## src/rtl/y86_pkg.sv

```systemverilog
// Shared Y86 pipeline definitions: status codes, instruction codes, and the
// control half of a decode-stage packet.
package y86_pkg;

    localparam logic [1:0] SAOK = 2'd0;
    localparam logic [1:0] SHLT = 2'd1;
    localparam logic [1:0] SADR = 2'd2;
    localparam logic [1:0] SINS = 2'd3;

    localparam logic [3:0] ICODE_HALT = 4'h0;
    localparam logic [3:0] ICODE_NOP  = 4'h1;
    localparam logic [3:0] RNONE      = 4'hF;

    // valC/valP travel next to this struct because their width is a
    // per-instance parameter.
    typedef struct packed {
        logic [1:0] stat;
        logic [3:0] icode;
        logic [3:0] ifun;
        logic [3:0] rA;
        logic [3:0] rB;
    } d_ctrl_t;

    localparam d_ctrl_t BUBBLE_CTRL = '{stat: SAOK, icode: ICODE_NOP, ifun: 4'h0, rA: RNONE, rB: RNONE};

    function automatic d_ctrl_t halt_ctrl(input logic [1:0] stat);
        halt_ctrl = '{stat: stat, icode: ICODE_HALT, ifun: 4'h0, rA: RNONE, rB: RNONE};
    endfunction

endpackage

```

## src/rtl/d_queue_store.sv

```systemverilog
// Circular packet store: DEPTH x W array with head/tail pointers and occupancy.
// The caller guarantees no push when full and no pop when empty.
module d_queue_store #(
    parameter int DEPTH = 4,
    parameter int W     = 146,
    localparam int AW   = $clog2(DEPTH),
    localparam int CW   = $clog2(DEPTH) + 1
) (
    input  logic          clk,
    input  logic          rst_n,
    input  logic          clr,
    input  logic          push,
    input  logic          pop,
    input  logic [W-1:0]  wdata,
    output logic [W-1:0]  rdata,
    output logic [CW-1:0] count
);

    logic [W-1:0]  mem [DEPTH];
    logic [AW-1:0] head, tail;

    // Storage contents are never reset; only the pointers define validity.
    always_ff @(posedge clk) begin
        if (push) mem[tail] <= wdata;
    end

    always_ff @(posedge clk or negedge rst_n) begin
        if (!rst_n) begin
            head  <= '0;
            tail  <= '0;
            count <= '0;
        end else if (clr) begin
            head  <= '0;
            tail  <= '0;
            count <= '0;
        end else begin
            if (push) tail <= tail + AW'(1);
            if (pop)  head <= head + AW'(1);
            case ({push, pop})
                2'b10:   count <= count + CW'(1);
                2'b01:   count <= count - CW'(1);
                default: count <= count;
            endcase
        end
    end

    assign rdata = mem[head];

endmodule

```

## src/rtl/d_queue.sv

```systemverilog
// Fetch-to-decode packet queue: buffers fetch packets in a small FIFO and
// presents one registered packet per cycle to decode, with stall/bubble control.
module d_queue
    import y86_pkg::*;
#(
    parameter int DEPTH = 4,
    parameter int VALW  = 64,
    localparam int CW   = $clog2(DEPTH) + 1
) (
    input  logic            clk,
    input  logic            rst_n,
    input  logic            f_valid,
    input  logic [1:0]      f_stat,
    input  logic [3:0]      f_icode,
    input  logic [3:0]      f_ifun,
    input  logic [3:0]      f_rA,
    input  logic [3:0]      f_rB,
    input  logic [VALW-1:0] f_valC,
    input  logic [VALW-1:0] f_valP,
    input  logic            D_stall,
    input  logic            D_bubble,
    output logic            f_full,
    output logic [1:0]      D_stat,
    output logic [3:0]      D_icode,
    output logic [3:0]      D_ifun,
    output logic [3:0]      D_rA,
    output logic [3:0]      D_rB,
    output logic [VALW-1:0] D_valC,
    output logic [VALW-1:0] D_valP,
    output logic            D_valid,
    output logic [CW-1:0]   q_count
);

    localparam int W = $bits(d_ctrl_t) + 2 * VALW;

    logic            halt_lock;
    logic            accept, is_err, advance, empty, push, pop;
    d_ctrl_t         in_ctrl, hd_ctrl, d_ctrl;
    logic [VALW-1:0] in_valC, in_valP, hd_valC, hd_valP;
    logic [W-1:0]    rdata;

    assign f_full  = (q_count == CW'(DEPTH)) || halt_lock;
    assign accept  = f_valid && !f_full && !D_bubble;
    assign is_err  = (f_stat != SAOK);
    assign advance = !D_bubble && !D_stall;
    assign empty   = (q_count == '0);

    // An errored fetch is reduced to a halt packet carrying its status.
    always_comb begin
        in_ctrl = '{stat: f_stat, icode: f_icode, ifun: f_ifun, rA: f_rA, rB: f_rB};
        in_valC = f_valC;
        in_valP = f_valP;
        if (is_err) begin
            in_ctrl = halt_ctrl(f_stat);
            in_valC = '0;
            in_valP = '0;
        end
    end

    // An empty queue on an advancing cycle bypasses straight into D_*.
    assign push = accept && !(advance && empty);
    assign pop  = advance && !empty;

    d_queue_store #(.DEPTH(DEPTH), .W(W)) u_store (
        .clk   (clk),
        .rst_n (rst_n),
        .clr   (D_bubble),
        .push  (push),
        .pop   (pop),
        .wdata ({in_ctrl, in_valC, in_valP}),
        .rdata (rdata),
        .count (q_count)
    );

    assign {hd_ctrl, hd_valC, hd_valP} = rdata;

    always_ff @(posedge clk or negedge rst_n) begin
        if (!rst_n) begin
            d_ctrl    <= BUBBLE_CTRL;
            D_valC    <= '0;
            D_valP    <= '0;
            D_valid   <= 1'b0;
            halt_lock <= 1'b0;
        end else if (D_bubble) begin
            d_ctrl    <= BUBBLE_CTRL;
            D_valC    <= '0;
            D_valP    <= '0;
            D_valid   <= 1'b0;
            halt_lock <= 1'b0;
        end else begin
            if (accept && is_err) halt_lock <= 1'b1;
            if (!D_stall) begin
                if (!empty) begin
                    d_ctrl  <= hd_ctrl;
                    D_valC  <= hd_valC;
                    D_valP  <= hd_valP;
                    D_valid <= 1'b1;
                end else if (accept) begin
                    d_ctrl  <= in_ctrl;
                    D_valC  <= in_valC;
                    D_valP  <= in_valP;
                    D_valid <= 1'b1;
                end else begin
                    d_ctrl  <= BUBBLE_CTRL;
                    D_valC  <= '0;
                    D_valP  <= '0;
                    D_valid <= 1'b0;
                end
            end
        end
    end

    assign D_stat  = d_ctrl.stat;
    assign D_icode = d_ctrl.icode;
    assign D_ifun  = d_ctrl.ifun;
    assign D_rA    = d_ctrl.rA;
    assign D_rB    = d_ctrl.rB;

endmodule

```

## config.mk

```make
export PLATFORM = sky130hd
export DESIGN_NAME = d_queue
export DESIGN_NICKNAME = d
export VERILOG_FILES = /design/src/rtl/y86_pkg.sv /design/src/rtl/d_queue_store.sv /design/src/rtl/d_queue.sv
export SDC_FILE = /design/constraint.sdc
export NUM_CORES = 1
export LEC_CHECK = 0
export ABC_AREA = 0
export BUFFER_PORTS_ARGS = -buffer_cell sky130_fd_sc_hd__buf_2
export CORE_ASPECT_RATIO = 0.8
export CORE_MARGIN = 4
export CORE_UTILIZATION = 59
export DETAILED_ROUTE_END_ITERATION = 8
export GPL_TIMING_DRIVEN = 0
export MAX_ROUTING_LAYER = met4
export PLACE_DENSITY = 0.86
export SETUP_SLACK_MARGIN = 0.1
export SYNTH_ARGS = -nofsm -noshare
export SYNTH_HDL_FRONTEND = slang
export SYNTH_SLANG_ARGS = --single-unit
```

## constraint.sdc

```tcl
create_clock -name clk -period 5.76 [get_ports clk]
set_input_delay 1.728 -clock clk [delete_from_list [all_inputs] [get_ports clk]]
set_output_delay 1.728 -clock clk [all_outputs]
set_load 0.01 [all_outputs]
```

**Yosys cells after proc, flatten, opt, wreduce, memory -nomap -nowiden**

Memory sizes are Yosys's and may differ from the RTL's.
Index checks and enable logic that the tools add are counted.
W data, S select, Z words.

- Memories: 1
- Output and inout port bits: 151
- Register bits after elaboration: 155
- Bits of input ports: 151
- Bits in writable memories: 584
- Logic and storage cells: 69

Memories:

| memory | words | bits a word | read ports | clocked after memory_dff | write ports | RTL line | source |
|---|---|---|---|---|---|---|---|
| u_store.mem | 4 | 146 | 1 | 0 | 1 | d_queue_store.sv:19 | `logic [W-1:0] mem [DEPTH];` |

- Equal/unequal tests: 4
- Muxes and demuxes: 29
- Reductions and logical operators: 19
- Add/sub/neg operators: 4

Operators by type and width:

| kind | count |
|---|---|
| $mux W64 | 10 |
| $mux W18 | 4 |
| $mux W16 | 1 |
| $mux W1 | 8 |
| $mux W2 | 4 |
| $reduce_bool A2 Y1 | 4 |
| $logic_and A1 B1 Y1 | 7 |
| $pmux W3 S2 | 1 |
| $logic_not A1 Y1 | 5 |
| $add A2 B1 Y2 const B | 2 |
| $add A3 B1 Y3 const B | 1 |
| $eq A3 B3 Y1 const B | 1 |
| $logic_not A3 Y1 | 1 |
| $mux W3 | 1 |
| $reduce_bool A3 Y1 | 1 |
| $sub A3 B1 Y3 const B | 1 |
| $eq A2 B1 Y1 const B | 1 |
| $eq A2 B2 Y1 const B | 1 |
| $ne A2 B1 Y1 const B | 1 |
| $logic_or A1 B1 Y1 | 1 |

**Logic depth before layout (Yosys ltp)**

- Depth after elaboration: 9
- Mapped depth: 9
- Gate-level depth less buffers: 8

**Modules after synthesis**

A second synthesis with hierarchy kept.

- Cell total of the unflattened synthesis: 1,477
- Area, all modules: 29,131.7 µm²

By module, submodules not included:

| module | area an instance (µm²) | instances | sequential area each (µm²) | cells an instance |
|---|---|---|---|---|
| d_queue_store | 21,540.7 | 1 | 17,712.0 | 802 |
| d_queue | 7,591.0 | 1 | 3,714.8 | 675 |

**Least setup slack after synthesis**

No wires, ideal clock.

- Path type: input to register
- Start point: input port f_valid
- End point: memory u_store.mem[1][0] (enable)
- Cell stages on the path: 5
- Path buffers: 1
- Library setup time: 523 ps
- Data required time: 5,237 ps
- Slack: -500 ps
- Arrival: 5,737 ps
- Path through: nor2b_1 -> nand2b_1 -> buf_6 -> nor3_4 -> and2_1

- Word-level cells in the longest chain between the ends: 5

RTL lines:

| element | RTL line | source |
|---|---|---|
| from (decl) | d_queue.sv:12 | `input logic f_valid,` |
| $logic_and A1 B1 Y1 (2 in a row) | d_queue.sv:43 | `assign accept = f_valid && !f_full && !D_bubble;` |
| $logic_and A1 B1 Y1 | d_queue.sv:61 | `assign push = accept && !(advance && empty);` |
| $mux W1 | d_queue_store.sv:24 | `if (push) mem[tail] <= wdata;` |
| $mux W1 (implied by the code) | d_queue_store.sv:24 |  |
| to (decl) | d_queue_store.sv:19 |  |

No other way between the ends.

**Final worst setup path**

- Start point: input port f_valid
- End point: memory u_store.mem[1][108] (enable)

The elaborated chain is that of the path after synthesis.

==> qor.txt <==
outcome - completed
initial antenna violation count - 7
syn_area_per_cell - 16.4 um^2
crit-path max cell delay - 0.52 ns
TritonCTS sink count - 739
Slew HR - 40.2%
largest net degree at the start of global routing - 101
Hold WC Path Type - flop to flop
1st-pass router iterations - 5
Finished Cell Area - 33900 um^2
Peak VDD IR - 0.000289 V
RD Place Congestion - 0.833
met3 wire len - 6.11 mm
post-layout min period - 3.48 ns
slew at the pin closest to its max-slew limit - 0.896 ns
Int Pwr - 8.95 mW
synth cell count leaders - edfxtp_1, nand2_1, dfrtp_1, mux4_2, and2_1
Pleak - 12.8 nW
CP dominant cell by count - buf_16
Vias - 16800
Final nets - 2302
CTS Buf Count - 70
Yosys cell types - 39
total gr overflow - 0
P per Cell Area - 340 nW/um^2
# fillers - 2969
Max H-tree Level - 3
CTS-repair resized insts - 0
Vias/cell - 5.93
maxcap violations - 0
Initial DRC Count - 1671
dpl cells - 2703
switch share - 22.2%
Syn Std Cell Area - 28900 um^2
Yosys top cell by area - edfxtp_1
CTS max path bufs - 3
vias in the first global route - 17500
sequential power share - 52.0%
starting density of the core - 59.7%
Hold Worst Slack - 0.473 ns
Port Buffer Count - 300
Critical Path End Type - flop
Post-Route WL - 68.0 mm
first-pass GRT wire length - 104 mm
FP Rows - 72
Worst Path Max Fanout - 45
GRT Util Overall - 26.8%
share of cells above drive strength 1 - 28.3%
Gate power share - 8.0%
synth top area cells - edfxtp_1, dfrtp_1, mux4_2
Sum Neg Setup Slack - 0 ns
family with the most delay on the worst path - simple AND/OR/NAND/NOR gates
Critical path buffers and inverters - 4
# Post-CTS Setup Buffers - 0
met2 routed wirelength - 33.8 mm
root buffer cell - clkbuf_16
Die Area - 52600 um^2
Layout Cells excl Fill - 2837
CTS tree - built
unrepaired setup endpoints after global routing - false
CP arrival - 3.76 ns
worst skew pair latency - 0.61 ns
Area Growth Syn to Fin - 17.2%
Yosys warnings - 0
power share of the clock group - 40.1%
fmax - 0.287 GHz
Synth top area share - 60.7%
Top Metal Used - met4
CTS Hold Bufs - 0
Die W - 255 um
drt wl/cell - 24.0 um
Syn Nets - 1917
WL met1 - 26.0 mm
Antenna Nets Post-Route - 0
Die H - 206 um
core outline area - 48400 um^2
worst-path cell chain - buf_2 > nor2b_1 > nand2b_1 > buf_6 > nor3_4 > and2_4 > buf_16 > buf_16
CP max-delay cell - and2_4
total power - 11.5 mW
FF+latch count, synth - 739
switching power - 2.55 mW
post-synthesis sequential area ratio - 74.1%
Post-Syn Instances - 1761
most common cell in the netlist - edfxtp_1
CTS clk-pin slew, worst paths - 0.06 ns
Worst EP required - 6.04 ns
final setup vio count - 0
# DRC - 0
Final HPWL DP - 42.6 mm
I/O Pins - 302
final count of pins violating max slew - 0
ys flop type - edfxtp_1
Setup Skew - 0.0220 ns
Placed Area - 31600 um^2
CP Launch Type - input port
Fin. Hold Viols - 0
Post-synth EDFFs - 584
Async S/R FF share, synth - 21.0%
critical path type - input port to flop
Tcrit/Tclk final - 60.4%
-- power groups by stage --
stage	combinational (mW)	clock, mW	sequential [mW]
floorplan	0.535	0	6.11
CTS	0.930	4.66	5.98
global placement	0.874	0	6.09
finish	0.919	4.61	5.98
detailed placement	0.921	0	6.08
global route	0.998	4.91	5.98
-- tightest hold or removal path, stage by stage, from the launching register on --
cell	delay, ns
dfrtp_1	0.34
nand2_1	0.05
nand3_1	0.05
-- kinds of logic after synthesis --
group | synth area share [%]
adder cells (fa/ha/maj) | 0.242
XOR/XNOR | 0.0909
AO/OA/AOI/OAI | 0.372
multiplexers | 11.6
flip-flops | 74.1
AND/OR/NAND/NOR | 11.8
buffers and inverters | 1.73
-- cell type report --
| type | count | area, um^2 | area share, % |
|---|---|---|---|
| Multi-Input combinational cell | 917 | 6990 | 20.6 |
| Clock inverter | 32 | 337 | 0.994 |
| Buffer | 100 | 480 | 1.42 |
| Clock buffer | 97 | 1950 | 5.75 |
| Antenna cell | 5 | 12.5 | 0.0369 |
| Inverter | 5 | 18.8 | 0.0554 |
| Tap cell | 629 | 787 | 2.32 |
| Sequential cell | 739 | 21400 | 63.3 |
| Timing Repair Buffer | 313 | 1870 | 5.52 |
-- stage by stage --
stage	utilization, %	worst slack, ns
after floorplan	-	1.13
after global placement	64.5	-0.446
after detailed placement	65.3	1.64
after CTS	70.0	2.29
after global routing	70.0	2.21
final	70.0	2.28
-- path summary, 6_finish.rpt --
kind	start	endpoint	slack, ns	cells after the start
min in group asynchronous	rst_n	D_valC[4]	1.06	1
min reg2reg	D_valP[41]	D_valP[41]	0.47	2
max in group asynchronous	rst_n	D_valC[56]	3.74	2
max	f_valid	u_store.mem[1][108]	2.28	8
max reg2reg	u_store.count[2]	u_store.mem[1][108]	2.96	7
min	D_valP[41]	D_valP[41]	0.47	2
-- layout by cell type (no fill, tap or decap), types with 3 or more instances in the layout --
cell	netlist	final
and2_1	141	137
and2_4	0	4
buf_1	9	9
buf_16	0	13
buf_2	27	326
buf_4	15	15
bufinv_16	0	6
clkbuf_1	47	67
clkbuf_16	0	72
clkbuf_8	0	5
clkinv_1	0	9
clkinv_2	0	8
clkinvlp_4	0	3
dfrtp_1	146	146
dfstp_2	9	9
diode_2	0	5
edfxtp_1	584	584
ha_1	4	4
inv_1	5	5
inv_6	0	3
mux2i_1	3	3
mux4_2	146	146
nand2_1	410	410
nand2b_1	6	6
nand3_1	135	135
nor2_1	28	28
nor2b_1	4	4
nor3_4	3	3
o22ai_1	8	8
or3_1	8	8
-- state kept, by name, indices dropped and copies added (netlist names) --
| register | count |
|---|---|
| u_store.mem | 584 |
| D_icode | 4 |
| D_valP | 64 |
| D_rA | 4 |
| D_rB | 4 |
| D_stat | 2 |
| D_ifun | 4 |
| halt_lock | 1 |
| u_store.count | 3 |
| u_store.tail | 2 |
| D_valid | 1 |
| D_valC | 64 |
| u_store.head | 2 |
-- layer usage --
metal	global-route usage [%]	up-vias
met5	-	-
met4	8.97	0
met3	6.10	151
met2	42.8	894
met1	34.9	8490
li1	-	7284
Note: power is estimated with default switching activity, not from simulation.
